$ cat config.mk
export PLATFORM = sky130hd
export DESIGN_NAME = fetch_controller
export DESIGN_NICKNAME = d
export VERILOG_FILES = /design/src/rtl/fetch_controller.sv
export SDC_FILE = /design/constraint.sdc
export NUM_CORES = 1
export LEC_CHECK = 0
export ABC_AREA = 1
export CORE_UTILIZATION = 45
export DETAILED_ROUTE_END_ITERATION = 10
export DONT_BUFFER_PORTS = 1
export PLACE_DENSITY_LB_ADDON = 0.05
export SYNTH_ARGS = -nofsm -noshare
export SYNTH_HDL_FRONTEND = slang
export SYNTH_SLANG_ARGS = --single-unit
$ cat constraint.sdc
create_clock -name clk -period 5.7 [get_ports clk]
set_clock_uncertainty 0.1 [all_clocks]
set_input_delay 1.425 -clock clk [delete_from_list [all_inputs] [get_ports clk]]
set_output_delay 1.425 -clock clk [all_outputs]
set_load 0.005 [all_outputs]
$ cat src/rtl/fetch_controller.sv
// Fetch-stage sequencer: owns PCF, runs the req/ack handshake with instruction memory and
// drives the Fetch->Decode register, parking one word in a skid buffer while Decode stalls.
module fetch_controller #(
    parameter logic [31:0] RESET_PC  = 32'h0000_0000,
    parameter logic [31:0] NOP_INSTR = 32'h0000_0013
) (
    input  logic        clk,
    input  logic        rst,
    input  logic        PCSrcE,
    input  logic [31:0] PCTargetE,
    input  logic        StallD,
    output logic        imem_req,
    output logic [31:0] imem_addr,
    input  logic        imem_ack,
    input  logic [31:0] imem_rdata,
    output logic [31:0] InstrD,
    output logic [31:0] PCD,
    output logic [31:0] PCPlus4D,
    output logic        ValidD,
    output logic [31:0] PCF
);

    typedef enum logic [1:0] {StIdle, StReq, StHold, StKill} stateT;

    stateT       stateQ, stateD;
    logic [31:0] pcfQ, pcfD;
    logic [31:0] pendingQ, pendingD;
    logic [31:0] skidInstrQ, skidInstrD;
    logic [31:0] skidPcQ, skidPcD;
    logic [31:0] instrDQ, instrDD;
    logic [31:0] pcDQ, pcDD;
    logic [31:0] pcPlus4DQ, pcPlus4DD;
    logic        validDQ, validDD;
    logic [31:0] pcPlus4F;

    assign pcPlus4F = pcfQ + 32'd4;

    always_ff @(posedge clk or negedge rst) begin
        if (!rst) begin
            stateQ     <= StIdle;
            pcfQ       <= RESET_PC;
            pendingQ   <= 32'h0;
            skidInstrQ <= 32'h0;
            skidPcQ    <= 32'h0;
            instrDQ    <= 32'h0;
            pcDQ       <= 32'h0;
            pcPlus4DQ  <= 32'h0;
            validDQ    <= 1'b0;
        end else begin
            stateQ     <= stateD;
            pcfQ       <= pcfD;
            pendingQ   <= pendingD;
            skidInstrQ <= skidInstrD;
            skidPcQ    <= skidPcD;
            instrDQ    <= instrDD;
            pcDQ       <= pcDD;
            pcPlus4DQ  <= pcPlus4DD;
            validDQ    <= validDD;
        end
    end

    always_comb begin
        stateD     = stateQ;
        pcfD       = pcfQ;
        pendingD   = pendingQ;
        skidInstrD = skidInstrQ;
        skidPcD    = skidPcQ;
        instrDD    = instrDQ;
        pcDD       = pcDQ;
        pcPlus4DD  = pcPlus4DQ;
        validDD    = validDQ;
        imem_req   = 1'b0;

        unique case (stateQ)
            StIdle: stateD = StReq;
            StReq: begin
                imem_req = 1'b1;
                if (PCSrcE) begin
                    if (imem_ack) begin
                        pcfD = PCTargetE;
                    end else begin
                        pendingD = PCTargetE;
                        stateD   = StKill;
                    end
                end else if (imem_ack) begin
                    pcfD = pcPlus4F;
                    if (StallD) begin
                        skidInstrD = imem_rdata;
                        skidPcD    = pcfQ;
                        stateD     = StHold;
                    end else begin
                        instrDD   = imem_rdata;
                        pcDD      = pcfQ;
                        pcPlus4DD = pcPlus4F;
                        validDD   = 1'b1;
                    end
                end else if (!StallD) begin
                    instrDD = NOP_INSTR;
                    validDD = 1'b0;
                end
            end
            StHold: begin
                if (PCSrcE) begin
                    pcfD   = PCTargetE;
                    stateD = StReq;
                end else if (!StallD) begin
                    instrDD   = skidInstrQ;
                    pcDD      = skidPcQ;
                    pcPlus4DD = skidPcQ + 32'd4;
                    validDD   = 1'b1;
                    stateD    = StReq;
                end
            end
            StKill: begin
                // pcfQ still holds the abandoned address, keeping imem_addr stable until ack
                imem_req = 1'b1;
                if (imem_ack) begin
                    pcfD   = PCSrcE ? PCTargetE : pendingQ;
                    stateD = StReq;
                end else if (PCSrcE) begin
                    pendingD = PCTargetE;
                end else if (!StallD) begin
                    instrDD = NOP_INSTR;
                    validDD = 1'b0;
                end
            end
            default: stateD = StIdle;
        endcase

        if (PCSrcE) begin
            instrDD = NOP_INSTR;
            validDD = 1'b0;
        end
    end

    assign imem_addr = pcfQ;
    assign PCF       = pcfQ;
    assign InstrD    = instrDQ;
    assign PCD       = pcDQ;
    assign PCPlus4D  = pcPlus4DQ;
    assign ValidD    = validDQ;

endmodule
==> results.sh <==
export IMPL_rsz0062_at_grt="no"
export IMPL_vias=11920
export IMPL_drive_gt1_share_pct=6.410
export IMPL_viasPerCell=5.473
export IMPL_ys_ff_latch=225
export IMPL_criticalPathCategory="input pin to flip-flop"
export IMPL_grt_pass1_vias=10960
export IMPL_slowest_stage="inv_2"
export IMPL_worst_pin_slew_ns=1.149
export IMPL_worstHoldPathCells=2
export IMPL_finalSetupTns_ns=0
export IMPL_die_h_microns=173.9
export IMPL_ys_warnings_count=0
export IMPL_seqPwrFrac_pct=40.9
export IMPL_tritoncts="yes"
export IMPL_cap_violations=0
export IMPL_dr_pass1_iters=5
export IMPL_cts_resized=0
export IMPL_period_share_pct=61.56
export IMPL_cp_start_kind="input pin"
export IMPL_final_cell_mix="641 x nand2_1, 225 x dfrtp_1, 218 x o21ai_0"
export IMPL_syn_inst=1878
export IMPL_areaGrowthSynthToFinish_pct=5.421
export IMPL_grt_pass1_wl_mm=64.42
export IMPL_hold_viol=0
export IMPL_switching_share_pct=46.30
export IMPL_clk_pin_slew_ns=0.06
export IMPL_avgSynthCellArea_sq_um=7.078
export IMPL_worstRegToRegCells=8
export IMPL_async_flop_share_pct=100.0
export IMPL_pin_count=231
export IMPL_crit_buf_inv=2
export IMPL_syn_cell_area_sq_um=13290
export IMPL_leakagePower_nw=6.596
export IMPL_power_density_nw_per_um2=588.7
export IMPL_gr_total_overflow=0
export IMPL_synth_seq_area_share_pct=42.36
export IMPL_cts_buffers=28
export IMPL_antenna_found_initial=1
export IMPL_fp_dieW_microns=173.9
export IMPL_post_dp_hpwl_mm=27.66
export IMPL_synth_edff_count=0
export IMPL_peakVddDrop_mv=0.3064
export IMPL_p_comb_share_pct=38.0
export IMPL_p_switching_w=0.003819
export IMPL_fmax_mhz=285.0
export IMPL_globalplace_congestion=0.8756
export IMPL_cts_root_buffer_cell="clkbuf_16"
export IMPL_clockBufferDepth=3
export IMPL_cts_sinks=225
export IMPL_synth_flop_cell="dfrtp_1"
export IMPL_diodes=0
export IMPL_wire_per_inst_microns=18.94
export IMPL_initialDrtViolationCount=1001
export IMPL_placementRows=62
export IMPL_outcome="finished clean"
export IMPL_syn_num_nets=1952
export IMPL_worst_hold_path_type="flip-flop to flip-flop"
export IMPL_nets=1853
export IMPL_initial_utilization_pct=46.06
export IMPL_htreeDepth=1
export IMPL_clkLatencyLatePin_ns=0.55
export IMPL_min_period_ns=3.509
export IMPL_filler_cell_count=2942
export IMPL_finalMaxSlewViolations=0
export IMPL_power_total_w=0.008249
export IMPL_yosysUniqueCellTypes=45
export IMPL_grt_max_degree=226
export IMPL_antenna_left=0
export IMPL_path_cells="inv_1 -> nor2_2 -> nand2_1 -> nor2_4 -> nor3_4 -> inv_2 -> o21ai_0 -> o21ai_1"
export IMPL_layout_commonest_cell="nand2_1"
export IMPL_path_delay_family="simple AND/OR/NAND/NOR gates"
export IMPL_drc_errors=0
export IMPL_endpoint_kind="flip-flop"
export IMPL_worstPathArrival_ns=3.87
export IMPL_worstSetupPathDepth=8
export IMPL_crit_fanout=51
export IMPL_p_int_w=0.004430
export IMPL_hold_buffers=0
export IMPL_die_area_sq_um=30230
export IMPL_setup_viol=0
export IMPL_drt_wl_total_mm=41.25
export IMPL_relSlewSlack_pct=22.87
export IMPL_post_cts_buffers=0
export IMPL_clkPwrFrac_pct=21.0
export IMPL_core_sq_um=28860
export IMPL_grt_total_usage_pct=27.03
export IMPL_io_buffer_count=0
export IMPL_critPathRequiredTime_ns=6.07
export IMPL_critPathMaxStageDelay_ns=0.66
[flip-flops by register name, indices dropped and copies added (netlist names)]
register / count
InstrD: 32
PCD: 32
PCF: 32
PCPlus4D: 30
ValidD: 1
pendingQ: 32
skidInstrQ: 32
skidPcQ: 32
stateQ: 2
[power groups by stage]
stage | sequential (W) | clock, W | combinational (W)
4_1_cts | 0.00337 | 0.00176 | 0.00313
6_report | 0.00338 | 0.00173 | 0.00314
2_1_floorplan | 0.00295 | 0 | 0.00268
5_1_grt | 0.00348 | 0.00182 | 0.00359
3_3_place_gp | 0.00338 | 0 | 0.00305
3_5_place_dp | 0.00340 | 0 | 0.00311
[layout make-up]
class                           count  area [sq um]  share of cell area (%)
Multi-Input combinational cell   1356          6346                   45.29
Sequential cell                   225          5630                   40.18
Tap cell                          384         480.5                   3.429
Clock buffer                       39         812.0                   5.795
Timing Repair Buffer               12         90.09                  0.6429
Inverter                          156         585.6                   4.179
Clock inverter                      6         68.82                  0.4911
[logic make-up (layout without fill, tap and decap cells)]
kind of cell / after synthesis / after routing / synth area share, %
and+or+nand+nor: 917 / 917 / 28.59
buffers and inverters: 297 / 213 / 10.14
adders and majority gates: 5 / 5 / 0.4706
xor gates and xnor gates: 27 / 27 / 1.779
DFF: 225 / 225 / 42.36
AOI/OAI and AO/OA: 407 / 407 / 16.67
[final timing paths]
| kind | from | to | slack, ns |
|---|---|---|---|
| min reg2reg | skidInstrQ[28]$_DFFE_PN0P_ | skidInstrQ[28]$_DFFE_PN0P_ | 0.37 |
| max reg2reg | stateQ[1]$_DFFE_PN0P_ | InstrD[0]$_DFFE_PN0P_ | 2.71 |
| min | skidInstrQ[28]$_DFFE_PN0P_ | skidInstrQ[28]$_DFFE_PN0P_ | 0.37 |
| min in group asynchronous | rst | PCPlus4D[19]$_DFFE_PN0P_ | 0.47 |
| max | StallD | InstrD[0]$_DFFE_PN0P_ | 2.19 |
| max in group asynchronous | rst | skidInstrQ[12]$_DFFE_PN0P_ | 4.73 |
[metrics by stage]
stage	hold slack [ns]	utilization (%)	instances	setup WS, ns	instance area [sq um]
detailed placement	0.3586	45.51	2133	1.601	13130
global placement	0.3543	45.51	2133	1.746	13130
global route	0.3886	48.56	2178	1.816	14010
finish	0.3720	48.56	2178	2.191	14010
floorplan	0.3422	-	1878	3.055	13290
CTS	0.3725	48.56	2178	2.173	14010
[worst register-to-register path, delay by kind of cell (launching register included)]
kind,cells,cell delay [ns]
and+or+nand+nor,3,0.65
adders and majority gates,1,0.23
buffers and inverters,2,1.16
AOI/OAI and AO/OA,2,0.31
DFF,1,0.45
[layer usage]
layer	share of wire (%)	vias to the layer above	wire [microns]	GRT usage [%]
met5	0.032	-	13	0
met3	8.7	65	3573	5.811
met2	40	429	16470	37.07
met1	49	5604	20180	42.30
met4	2.4	2	1008	6.944
li1	-	5821	-	-
[cells in the mapped netlist, types with 9 or more instances]
library cell / count / area, sq um
nand2_1: 641 / 2406
dfrtp_1: 225 / 5630
o21ai_0: 218 / 1091
inv_1: 140 / 525.5
nor2_1: 129 / 484.2
nand3_1: 87 / 435.4
a21oi_1: 76 / 380.4
buf_2: 46 / 230.2
clkbuf_1: 45 / 168.9
buf_4: 36 / 270.3
a31oi_1: 34 / 212.7
o21ai_1: 33 / 165.2
xor2_1: 24 / 210.2
a21boi_1: 16 / 120.1
inv_2: 16 / 60.06
a32oi_1: 11 / 96.34
nor2_2: 11 / 68.82
buf_1: 9 / 33.78
(Power assumes the default switching activity.)
